<file path="config.mk">
export PLATFORM = sky130hd
export DESIGN_NAME = step_sequencer_flat
export DESIGN_NICKNAME = d
export VERILOG_FILES = /design/src/rtl/step_sequencer_if.sv /design/src/rtl/step_sequencer.sv /design/src/flat_wrapper.sv
export SDC_FILE = /design/constraint.sdc
export NUM_CORES = 1
export LEC_CHECK = 0
export ABC_CLOCK_PERIOD_IN_PS = 7250
export BUFFER_PORTS_ARGS = -buffer_cell sky130_fd_sc_hd__buf_2
export CORE_ASPECT_RATIO = 0.8
export CORE_UTILIZATION = 45
export DETAILED_ROUTE_END_ITERATION = 7
export PLACE_DENSITY = 0.75
export SETUP_SLACK_MARGIN = 0.2
export SYNTH_ARGS = -nofsm -noshare
export SYNTH_HDL_FRONTEND = slang
export SYNTH_SLANG_ARGS = --single-unit
</file>
<file path="constraint.sdc">
create_clock -name clk -period 7.25 [get_ports clk]
set_input_delay 0.3625 -clock clk [delete_from_list [all_inputs] [get_ports clk]]
set_output_delay 0.3625 -clock clk [all_outputs]
set_load 0.02 [all_outputs]
</file>
<file path="src/rtl/step_sequencer_if.sv">
// Control/status bundle between the register file, the downscaling core and
// the step sequencer. The master side drives control and the core handshake,
// and the slave side (the sequencer) returns the advance strobe and status.
interface step_sequencer_if #(
    parameter int PX_W = 16
);
    logic [7:0]      reg_f9;
    logic [PX_W-1:0] total_px;
    logic            core_ready;
    logic            core_adv;
    logic [PX_W-1:0] px_count;
    logic            busy;
    logic            done;
    logic [2:0]      state_dbg;

    modport master (
        output reg_f9,
        output total_px,
        output core_ready,
        input  core_adv,
        input  px_count,
        input  busy,
        input  done,
        input  state_dbg
    );

    modport slave (
        input  reg_f9,
        input  total_px,
        input  core_ready,
        output core_adv,
        output px_count,
        output busy,
        output done,
        output state_dbg
    );
endinterface

</file>
<file path="src/rtl/step_sequencer.sv">
// Step sequencer for the bilinear downscaling core. It runs a frame either
// continuously or one advance per step edge, counts issued advances against
// the latched pixel total, waits out the core pipeline, then reports done.
module step_sequencer #(
    parameter int PX_W     = 16,
    parameter int PIPE_LAT = 4
) (
    input logic             clk,
    input logic             aclr,
    step_sequencer_if.slave bus
);

    typedef enum logic [2:0] {
        IDLE      = 3'd0,
        RUN       = 3'd1,
        STEP_WAIT = 3'd2,
        STEP_FIRE = 3'd3,
        DRAIN     = 3'd4,
        DONE      = 3'd5
    } state_t;

    // The drain counter needs at least one bit even for a single-stage core.
    localparam int               DRN_W    = (PIPE_LAT > 1) ? $clog2(PIPE_LAT) : 1;
    localparam logic [DRN_W-1:0] DRN_LOAD = DRN_W'(PIPE_LAT - 1);

    state_t          state;
    logic [PX_W-1:0] px_cnt;
    logic [PX_W-1:0] total_lat;
    logic [DRN_W-1:0] drain_cnt;
    logic            start_q;
    logic            step_q;

    logic step_bit;
    logic mode_bit;
    logic start_bit;
    logic abort_bit;
    logic start_rise;
    logic step_rise;
    logic core_adv_w;
    logic last;
    logic unused_ctl;

    assign step_bit   = bus.reg_f9[0];
    assign mode_bit   = bus.reg_f9[1];
    assign start_bit  = bus.reg_f9[2];
    assign abort_bit  = bus.reg_f9[3];
    assign unused_ctl = ^bus.reg_f9[7:4];

    assign start_rise = start_bit & ~start_q;
    assign step_rise  = step_bit & ~step_q;

    // Advance is combinational so the core sees it in the same cycle that
    // core_ready is asserted; abort suppresses it immediately.
    assign core_adv_w = ((state == RUN) || (state == STEP_FIRE)) &&
                        bus.core_ready && !abort_bit;
    assign last       = core_adv_w && (px_cnt == (total_lat - PX_W'(1)));

    assign bus.core_adv  = core_adv_w;
    assign bus.px_count  = px_cnt;
    assign bus.state_dbg = state;
    assign bus.busy      = (state == RUN) || (state == STEP_WAIT) ||
                           (state == STEP_FIRE) || (state == DRAIN);
    assign bus.done      = (state == DONE);

    // Sequencer FSM with edge registers, frame counter and pipeline drain.
    always_ff @(posedge clk or negedge aclr) begin
        if (!aclr) begin
            state     <= IDLE;
            px_cnt    <= '0;
            total_lat <= '0;
            drain_cnt <= '0;
            start_q   <= 1'b0;
            step_q    <= 1'b0;
        end else begin
            start_q <= start_bit;
            step_q  <= step_bit;

            if (core_adv_w) begin
                px_cnt <= px_cnt + PX_W'(1);
            end

            // Abort wins over every transition and discards frame progress.
            if (abort_bit && (state != IDLE)) begin
                state  <= IDLE;
                px_cnt <= '0;
            end else begin
                case (state)
                    IDLE: begin
                        if (start_rise && !abort_bit) begin
                            total_lat <= bus.total_px;
                            px_cnt    <= '0;
                            if (bus.total_px == '0) begin
                                state <= DONE;
                            end else if (mode_bit) begin
                                state <= STEP_WAIT;
                            end else begin
                                state <= RUN;
                            end
                        end
                    end
                    RUN: begin
                        if (last) begin
                            state     <= DRAIN;
                            drain_cnt <= DRN_LOAD;
                        end else if (mode_bit) begin
                            state <= STEP_WAIT;
                        end
                    end
                    STEP_WAIT: begin
                        if (step_rise) begin
                            state <= STEP_FIRE;
                        end else if (!mode_bit) begin
                            state <= RUN;
                        end
                    end
                    STEP_FIRE: begin
                        // Wait here for core_ready; extra step edges are dropped.
                        if (core_adv_w) begin
                            if (last) begin
                                state     <= DRAIN;
                                drain_cnt <= DRN_LOAD;
                            end else begin
                                state <= STEP_WAIT;
                            end
                        end
                    end
                    DRAIN: begin
                        if (drain_cnt == '0) begin
                            state <= DONE;
                        end else begin
                            drain_cnt <= drain_cnt - DRN_W'(1);
                        end
                    end
                    DONE: begin
                        if (!start_bit) begin
                            state <= IDLE;
                        end
                    end
                    default: state <= IDLE;
                endcase
            end
        end
    end

endmodule

</file>
<file path="src/flat_wrapper.sv">
// flat-port wrapper written by rule: the top's interface ports become plain ports
module step_sequencer_flat 
#(
    parameter int PX_W     = 16,
    parameter int PIPE_LAT = 4
)
  (clk, aclr, bus_reg_f9, bus_total_px, bus_core_ready, bus_core_adv, bus_px_count, bus_busy, bus_done, bus_state_dbg);
  step_sequencer_if #(.PX_W(PX_W)) bus_i ();
  input logic clk;
  input logic aclr;
  input wire logic [$bits(bus_i.reg_f9)-1:0] bus_reg_f9;
  input wire logic [$bits(bus_i.total_px)-1:0] bus_total_px;
  input wire logic [$bits(bus_i.core_ready)-1:0] bus_core_ready;
  output wire logic [$bits(bus_i.core_adv)-1:0] bus_core_adv;
  output wire logic [$bits(bus_i.px_count)-1:0] bus_px_count;
  output wire logic [$bits(bus_i.busy)-1:0] bus_busy;
  output wire logic [$bits(bus_i.done)-1:0] bus_done;
  output wire logic [$bits(bus_i.state_dbg)-1:0] bus_state_dbg;
  assign bus_i.reg_f9 = bus_reg_f9;
  assign bus_i.total_px = bus_total_px;
  assign bus_i.core_ready = bus_core_ready;
  assign bus_core_adv = bus_i.core_adv;
  assign bus_px_count = bus_i.px_count;
  assign bus_busy = bus_i.busy;
  assign bus_done = bus_i.done;
  assign bus_state_dbg = bus_i.state_dbg;
  step_sequencer #(.PX_W(PX_W), .PIPE_LAT(PIPE_LAT)) u_core (.clk(clk), .aclr(aclr), .bus(bus_i));
endmodule
</file>
* After elaboration in Yosys (flattened, before gate mapping) *
Cells that the tools add are included.
Widths: inputs -> output; s select.

storage, ports and cells
  memories = 0
  bits in registers = 39
  bits in latches = 0
  logic and storage cells = 67
  input bits = 27
  bits in writable memories = 0
  ROM bits = 0

cells by class
  multiplexer cells = 21
  multipliers = 0
  reductions and logical operators = 18
  div/mod/pow operators = 0
  $add $sub $neg = 3
  bitwise gates (word level) = 5
  equal/unequal tests = 14
  shift operators = 0
  magnitude comparators = 0

operator list
  operator               count
  $mux 16                4
  $mux 3                 11
  $pmux 3 s6             1
  $add 16x1->16 const B  1
  $eq 16x16->1           1
  $logic_not 16->1       1
  $sub 16x1->16 const B  1
  $mux 2                 4
  $ne 4x3->1 const B     2
  $eq 3x2->1 const B     2
  $eq 3x3->1 const B     2
  $ne 3x2->1 const B     2
  $pmux 2 s3             1
  $reduce_and 6->1       1
  $reduce_bool 3->1      2
  $logic_and 1x1->1      5
  $logic_or 1x1->1       4
  $reduce_and 4->1       1
  $eq 3x1->1 const B     1
  $logic_not 3->1        1
  $ne 3x1->1 const B     1
  $ne 3x3->1 const B     1
  $not 1->1              3
  $reduce_and 3->1       1
  other kinds (6)        7

* Longest topological paths before layout *
Gate-level depths: netlist (run 1).

  depth after elaboration = 9
  gate-level depth with buffers = 12
  gate-level depth less buffers = 10

* Worst setup path after synthesis (run 1) *
Ideal clock, no wire load.

  path kind = reg2reg
  start point = reg u_core.total_lat[0]
  end point = reg u_core.state[2], in the netlist u_core.bus.state_dbg[2]
  data required time = 7.183 ns
  buffers on the path = 2
  cell stages (with the launch flop) = 12
  setup time = 0.067 ns
  arrival = 2.644 ns
  path slack = 4.538 ns
  cell sequence = dfrtp_1 > clkbuf_1 > inv_1 > ha_1 > buf_2 > or4b_4 > o31a_1 > nor3_1 > nand4_1 > or4_4 > nand3_1 > o221a_1

on the way
  word-level cells in the longest chain between the ends = 7
  elaborated cells between the ends (all ways) = 10
  those cells by class = add/sub: 1; eq/ne: 2; mux: 5; reduce/logical: 2

RTL lines
  what                      line                   source
  start: declaration        step_sequencer.sv:28   logic [PX_W-1:0] total_lat;
  start signal: assignment  step_sequencer.sv:90   total_lat <= bus.total_px;
  $sub 16x1->16 *           step_sequencer.sv:56   assign last = core_adv_w && (px_cnt == (total_lat - PX_W'(1)));
  $eq 16x16->1 *            step_sequencer.sv:56
  $logic_and 1x1->1 *       step_sequencer.sv:56
  $mux 3                    step_sequencer.sv:119  if (last) begin
  $mux 3                    step_sequencer.sv:118  if (core_adv_w) begin
  $pmux 3 s6                step_sequencer.sv:87   case (state)
  $mux 3                    step_sequencer.sv:83   if (abort_bit && (state != IDLE)) begin
  end signal: assignment    step_sequencer.sv:84   state <= IDLE;
  end signal: assignment    step_sequencer.sv:120  state <= DRAIN;
  end signal: assignment    step_sequencer.sv:123  state <= STEP_WAIT;
  end: declaration          step_sequencer.sv:26   state_t state;

Mark *: on every way between the ends. The rest lies on a longest branch, timed or not. The select of a mux whose other input is x is not followed.
A chain may end at the register's enable or synchronous reset.

* Final worst setup path (run 1) *
Same ends and word-level chain as after synthesis.

==> run_results.csv, run 1 <==
group,metric,value,unit
outcome,outcome,"complete, but fails checks",
outcome,violations,"design-rule violations",
synth,ys_top_cells_by_area,"dfrtp_1 40%, xor2_1 8.0%, mux2_2 7.5%, xnor2_1 5.1%, nor2_1 4.8%",
timing,min_period,2.96,ns
synth,yosys-mux-area-fraction,9.11,%
setup_path,reg2reg_from,"u_core.total_lat[0]$_DFFE_PN0P_",
power_and_ir_drop,peakVddDrop,0.000203,V
power_and_ir_drop,power_frac_clock,16.4,%
final_layout,drive_above_1_share,24.9,%
clocking,clock_sinks,39,
detailed_routing,dr.pass1.iters,6,
clocking,htreeDepth,2,
timing,finalSetupTns,0,ns
setup_path,startpoint,"u_core.total_lat[0]$_DFFE_PN0P_",
timing,worst_slew_pin_slew,0.879,ns
clocking,root_buffer,"clkbuf_8",
clocking,cts_resized,0,
synth,synth-seq-area-share,40.4,%
clocking,cts_tree,"done",
setup_path,crit_path_max_fanout,9,
timing,rsz0062_at_grt,"no",
setup_path,crit_required,7.49,ns
clocking,clk_pin_slew,0.08,ns
synth,synth-edff-count,0,
placement,portBuffers,44,
synth,synth_xor_xnor_area_share,13.0,%
setup_path,worstRegToRegCells,9,
global_route,antenna_found_initial,0,
setup_path,cp-end-kind,"flop",
setup_path,reg2reg_slack,4.29,ns
floorplanning,rows,23,
setup_path,critPathSlowestCell,"or4_4",
detailed_routing,dr.first_iter.drc_count,88,
floorplanning,die-area,5670,um^2
synth,synth_seq_cells,39,
setup_path,rr_endpoint,"u_core.bus.state_dbg[2]$_DFFE_PN0P_",
floorplanning,dieWidth,83.9,um
setup_path,cp_data_arrival_time,3.20,ns
clocking,clk-insertion-delay-late,0.29,ns
power_and_ir_drop,p_int,0.515,mW
floorplanning,die_h,67.6,um
synth,synthAdderAreaFrac,1.55,%
detailed_routing,drc_errors,2,
detailed_routing,wirelength,5.30,mm
job,drv_cap,0,
synth,synth-compound-area-share,9.58,%
synth,synth_top_family_by_area,"simple AND/OR/NAND/NOR gates",
power_and_ir_drop,p_comb_share,41.7,%
synth,yosysUniqueCellTypes,49,
synth,synth_fp_nets,289,
setup_path,path_cells,"inv_1 -> ha_1 -> or4b_4 -> o31a_1 -> nor3_1 -> nand4_1 -> or4_4 -> nand3_1 -> o221a_1",
detailed_routing,drt-wirelength-per-cell,14.8,um
placement,place_congestion,0.816,
detailed_routing,num_vias,2025,
synth,synth_top_area_share,40.4,%
synth,yosys.area_share.simple,22.7,%
timing,slew_headroom,41.4,%
setup_path,slowest_delay,0.60,ns
synth,synthFlopType,"dfrtp_1",
final_layout,area_growth_syn_to_layout,13.4,%
clocking,cts_buffer_depth,2,
placement,placed_area,2660,um^2
power_and_ir_drop,power_switching,0.356,mW
synth,yosys.cell_count.top_type,"dfrtp_1",
final_layout,fillers,474,
timing,finalCritPeriodShare,40.8,%
placement,dp_hpwl,3.93,mm
timing,final_hold_viol_count,0,
floorplanning,io_pins,49,
synth,yosysWarnings,0,
floorplanning,start_util,47.5,%
clocking,postCtsSetupBuffers,0,
power_and_ir_drop,swShare,40.9,%
global_route,grt_pass1_wl,8.65,mm
floorplanning,design.core.area,5090,um^2
final_layout,diodes,0,
clocking,postCtsHoldBufs,0,
timing,fmax,338,MHz
setup_path,critPathKind,"reg -> reg",
power_and_ir_drop,p_leak,1.26,nW
min_path,hp-class,"in -> async",
setup_path,worstSetupStartpointType,"flop",
detailed_routing,final_antenna_net_count,0,
global_route,grt_pass1_vias,1822,
clocking,numCtsBuffers,5,
timing,maxSlewViolCount,0,
synth,syn_inst,259,
synth,synth-async-reset-ratio,100,%
final_layout,num-nets-final,326,
global_route,grt-ovfl-total,0,
synth,syn_area,2420,um^2
synth,synth_common_cells,"39 x dfrtp_1, 31 x nor2_1, 22 x xor2_1",
final_layout,fin_area,2740,um^2
timing,finalSetupViolCount,0,
power_and_ir_drop,power.share.sequential,41.9,%
detailed_routing,drt-vias-per-instance,5.64,
setup_path,crit_path_end,"u_core.bus.state_dbg[2]$_DFFE_PN0P_",
synth,syn-mean-instance-area,9.33,um^2
timing,fin_skew,0.00465,ns
global_route,grt_max_degree,40,
synth,yosysTopAreaCell,"dfrtp_1",
global_route,grt_usage,19.8,%
power_and_ir_drop,powerDensity,318,nW/um^2
==> power by group through the flow <==
stage,registers [mW],logic [mW],clock network [mW]
floorplan,0.336,0.307,0
global placement,0.363,0.351,0
detailed placement,0.368,0.361,0
CTS,0.363,0.364,0.146
global route,0.375,0.403,0.155
finish,0.365,0.363,0.143
==> state kept, by name, indices dropped and copies added (netlist names) <==
register	cells
u_core.bus.state_dbg	3
u_core.step_q	1
u_core.start_q	1
u_core.bus.px_count	16
u_core.drain_cnt	2
u_core.total_lat	16
==> worst max-delay path, delay by kind of cell (launching register included) <==
family / cells / cell delay (ns)
buffers and inverters: 1 / 0.10
AOI/OAI and AO/OA: 2 / 0.43
and+or+nand+nor: 5 / 1.57
adders and majority gates: 1 / 0.33
DFF: 1 / 0.47
==> through the flow <==
step / power, mW / cells / util [%] / setup WS (ns) / hold WS, ns
floorplan: 0.643 / 259 / - / 4.54 / 0.0669
global placement: 0.714 / 351 / 52.2 / 4.36 / 0.495
detailed placement: 0.729 / 351 / 52.2 / 4.32 / 0.498
CTS: 0.874 / 359 / 53.8 / 4.30 / 0.194
global route: 0.934 / 359 / 53.8 / 4.16 / 0.188
finish: 0.871 / 359 / 53.8 / 4.29 / 0.185
==> cell usage in the layout (no fill, tap or decap), types with 3 or more instances in the layout <==
cell type,n
or3_1,6
nor4_1,7
inv_1,8
nor3_1,10
mux2i_1,4
a21oi_1,10
a31oi_1,3
mux2_2,16
ha_1,3
dfrtp_1,39
nand2_1,17
nand3_1,7
xnor2_1,14
nand4_1,7
o21ai_0,5
buf_2,44
nor2_1,31
clkbuf_8,5
xor2_1,22
==> metal layers <==
layer  GRT usage, %  share of wire, %  vias up
li1               -                 -      997
met1           28.4                50      971
met4           6.68               1.1        0
met3           4.16               4.5        7
met5              0                 0        -
met2           29.9                44       50
==> worst min path at each step <==
stage / startpoint / endpoint / slack, ns / cells past startpoint
detailed placement: bus_reg_f9[2] / u_core.start_q$_DFF_PN0_ / 0.50 / 1
floorplan: aclr / u_core.bus.px_count[0]$_DFF_PN0_ / 0.07 / 0
CTS: bus_reg_f9[2] / u_core.start_q$_DFF_PN0_ / 0.19 / 1
global route: bus_reg_f9[2] / u_core.start_q$_DFF_PN0_ / 0.19 / 1
finish: aclr / u_core.bus.px_count[11]$_DFF_PN0_ / 0.19 / 1
global placement: bus_reg_f9[2] / u_core.start_q$_DFF_PN0_ / 0.49 / 1
==> kinds of logic (layout without fill, tap and decap cells) <==
| group | Yosys count | after routing |
|---|---|---|
| simple gates | 103 | 103 |
| flops | 39 | 39 |
| buf+inv | 23 | 61 |
| compound gates | 35 | 35 |
| mux | 20 | 20 |
| fa+ha+maj | 3 | 3 |
| xor+xnor | 36 | 36 |
==> layout make-up <==
cell class / count / area, um^2 / share of cell area, %
clock inverter: 1 / 5.00 / 0.183
clock buffer: 7 / 76.3 / 2.78
multi-input combinational: 197 / 1350 / 49.3
timing repair buffer: 44 / 220 / 8.03
tap: 62 / 77.6 / 2.83
sequential: 39 / 976 / 35.6
inverter: 9 / 33.8 / 1.23
Power figures use the tool's default switching activity.
==> run 2: changes to the inputs <==
Settings changed: ABC_CLOCK_PERIOD_IN_PS 7250 to 2500, PLACE_DENSITY 0.75 to 0.78.
Clock period 7.25 ns to 2.5 ns, I/O delays scaled along.
==> run_results.csv, run 2 (synthesis results as in run 1) <==
group,metric,value,unit
global_route,grt_usage,22.4,%
setup_path,cp_data_arrival_time,2.82,ns
setup_path,critPathKind,"reg -> reg",
global_route,grt-ovfl-total,0,
timing,finalWorstSetupSlack,-0.0865,ns
min_path,hp-class,"in -> reg",
detailed_routing,wirelength,5.73,mm
floorplanning,die_h,67.6,um
timing,fin_skew,0.00763,ns
timing,maxSlewViolCount,0,
timing,min_period,2.59,ns
timing,slew_headroom,42.4,%
setup_path,crit_path_max_fanout,5,
final_layout,final_common_cell,"buf_2",
timing,finalSetupTns,-0.190,ns
final_layout,mostFrequentLayoutCells,"44 x buf_2, 39 x dfrtp_1, 31 x nor2_1, 24 x buf_4, 22 x xor2_1",
power_and_ir_drop,swShare,40.1,%
floorplanning,start_util,47.5,%
power_and_ir_drop,peakVddDrop,0.000443,V
floorplanning,die-area,5670,um^2
setup_path,path_cells,"or4_4 -> buf_4 -> nor4_4 -> xnor2_1 -> o21ai_1 -> o21ai_1 -> or4_4 -> inv_2 -> o221a_1",
timing,final_hold_viol_count,0,
setup_path,reg2reg_from,"u_core.total_lat[8]$_DFFE_PN0P_",
placement,place_congestion,0.866,
global_route,antenna_found_initial,0,
global_route,grt_max_degree,40,
placement,dp_slack,-0.0755,ns
final_layout,diodes,0,
power_and_ir_drop,p_leak,1.41,nW
power_and_ir_drop,power_switching,1.16,mW
setup_path,rr_endpoint,"u_core.bus.state_dbg[2]$_DFFE_PN0P_",
setup_path,crit_buf_inv,2,
power_and_ir_drop,power_frac_clock,14.4,%
setup_path,critPathSlowestCell,"or4_4",
placement,portBuffers,44,
setup_path,critical_path.top_delay_family,"simple AND/OR/NAND/NOR gates",
detailed_routing,dr.first_iter.drc_count,119,
clocking,clk-insertion-delay-late,0.30,ns
final_layout,fin_area,3020,um^2
global_route,grt_pass1_wl,9.70,mm
floorplanning,design.core.area,5090,um^2
clocking,root_buffer,"clkbuf_8",
final_layout,area_growth_syn_to_layout,25.0,%
min_path,hold-path-cell-count,2,
setup_path,crit_required,2.73,ns
floorplanning,dieWidth,83.9,um
setup_path,reg2reg_slack,-0.09,ns
detailed_routing,drt-vias-per-instance,5.65,
min_path,holdPathEnd,"u_core.total_lat[7]$_DFFE_PN0P_",
placement,placed_area,2860,um^2
clocking,clk_pin_slew,0.08,ns
clocking,clock_sinks,39,
detailed_routing,num_vias,2188,
clocking,htreeDepth,2,
min_path,hp-start,"bus_total_px[7]",
floorplanning,rows,23,
setup_path,slowest_delay,0.57,ns
setup_path,worstRegToRegCells,9,
timing,rsz0062_at_grt,"yes",
power_and_ir_drop,p_comb_share,52.6,%
final_layout,drive_above_1_share,32.9,%
outcome,violations,"design-rule violations, negative setup slack",
final_layout,num-nets-final,354,
power_and_ir_drop,p_int,1.73,mW
job,drv_cap,0,
power_and_ir_drop,power.share.sequential,33.0,%
detailed_routing,dr.pass1.iters,7,
clocking,numCtsBuffers,5,
placement,dp_hpwl,4.26,mm
setup_path,worstSetupStartpointType,"flop",
clocking,cts_tree,"done",
outcome,outcome,"complete, but fails checks",
power_and_ir_drop,powerDensity,957,nW/um^2
detailed_routing,final_antenna_net_count,0,
timing,finalCritPeriodShare,103,%
timing,finalSetupViolCount,4,
floorplanning,io_pins,49,
timing,fmax,387,MHz
detailed_routing,drt-wirelength-per-cell,14.8,um
global_route,grt_pass1_vias,2007,
detailed_routing,drc_errors,4,
setup_path,cp-end-kind,"flop",
timing,worst_slew_pin_slew,0.863,ns
clocking,cts_buffer_depth,2,
run 2: cell types whose count changed in the layout (fill, tap and decap cells not counted), sizes merged:
cell / delta
buf: +25
dlygate4sd3: +3
run 2: timing repair:
item / CTS / global route
hold endpoints to repair: 41 / 0
endpoints found under the setup margin: 5 / 5
hold buffers: 3 / 0
pin swaps: 4 / 0
gates resized for setup: 7 / 0
buffers inserted: 2 / 0
run 2: power by group through the flow:
stage	logic, mW	registers, mW	clock network, mW
after floorplan	0.955	0.979	0
after global placement	1.39	0.947	0
after detailed placement	1.44	0.957	0
after CTS	1.51	0.951	0.424
after global routing	1.68	0.985	0.451
final	1.52	0.955	0.417
run 2: layer usage:
layer | global-route usage, % | routed length (um) | up-vias
li1 | - | - | 1058
met1 | 30.5 | 2780 | 1053
met2 | 34.3 | 2530 | 63
met3 | 4.40 | 289 | 14
met4 | 11.6 | 127 | 0
met5 | 0 | 0 | -
run 2: area by class of cell:
| type | instances | area [um^2] |
|---|---|---|
| multi-input combinational | 197 | 1410 |
| inverter | 9 | 36.3 |
| fill | 426 | 2070 |
| clock inverter | 1 | 5.00 |
| clock buffer | 7 | 76.3 |
| sequential | 39 | 976 |
| tap | 62 | 77.6 |
| timing repair buffer | 72 | 442 |
run 2: how the worst max path moves through the flow:
| stage | start | to | cells after the start |
|---|---|---|---|
| finish | u_core.total_lat[8]$_DFFE_PN0P_ | u_core.bus.state_dbg[2]$_DFFE_PN0P_ | 9 |
| CTS | u_core.total_lat[0]$_DFFE_PN0P_ | u_core.bus.state_dbg[2]$_DFFE_PN0P_ | 9 |
| detailed placement | u_core.total_lat[8]$_DFFE_PN0P_ | u_core.bus.state_dbg[2]$_DFFE_PN0P_ | 7 |
| floorplan | u_core.total_lat[0]$_DFFE_PN0P_ | u_core.bus.state_dbg[2]$_DFFE_PN0P_ | 11 |
| global route | u_core.total_lat[0]$_DFFE_PN0P_ | u_core.bus.state_dbg[2]$_DFFE_PN0P_ | 11 |
| global placement | u_core.total_lat[8]$_DFFE_PN0P_ | u_core.bus.state_dbg[2]$_DFFE_PN0P_ | 9 |
run 2: metrics by stage:
step | instances | utilization, % | hold WS, ns | total power [mW]
4_1_cts | 387 | 59.3 | 0.0673 | 2.89
3_3_place_gp | 374 | 56.1 | 0.262 | 2.34
3_5_place_dp | 374 | 56.1 | 0.264 | 2.40
6_report | 387 | 59.3 | 0.0677 | 2.89
2_1_floorplan | 259 | - | -0.171 | 1.93
5_1_grt | 387 | 59.3 | 0.0747 | 3.11
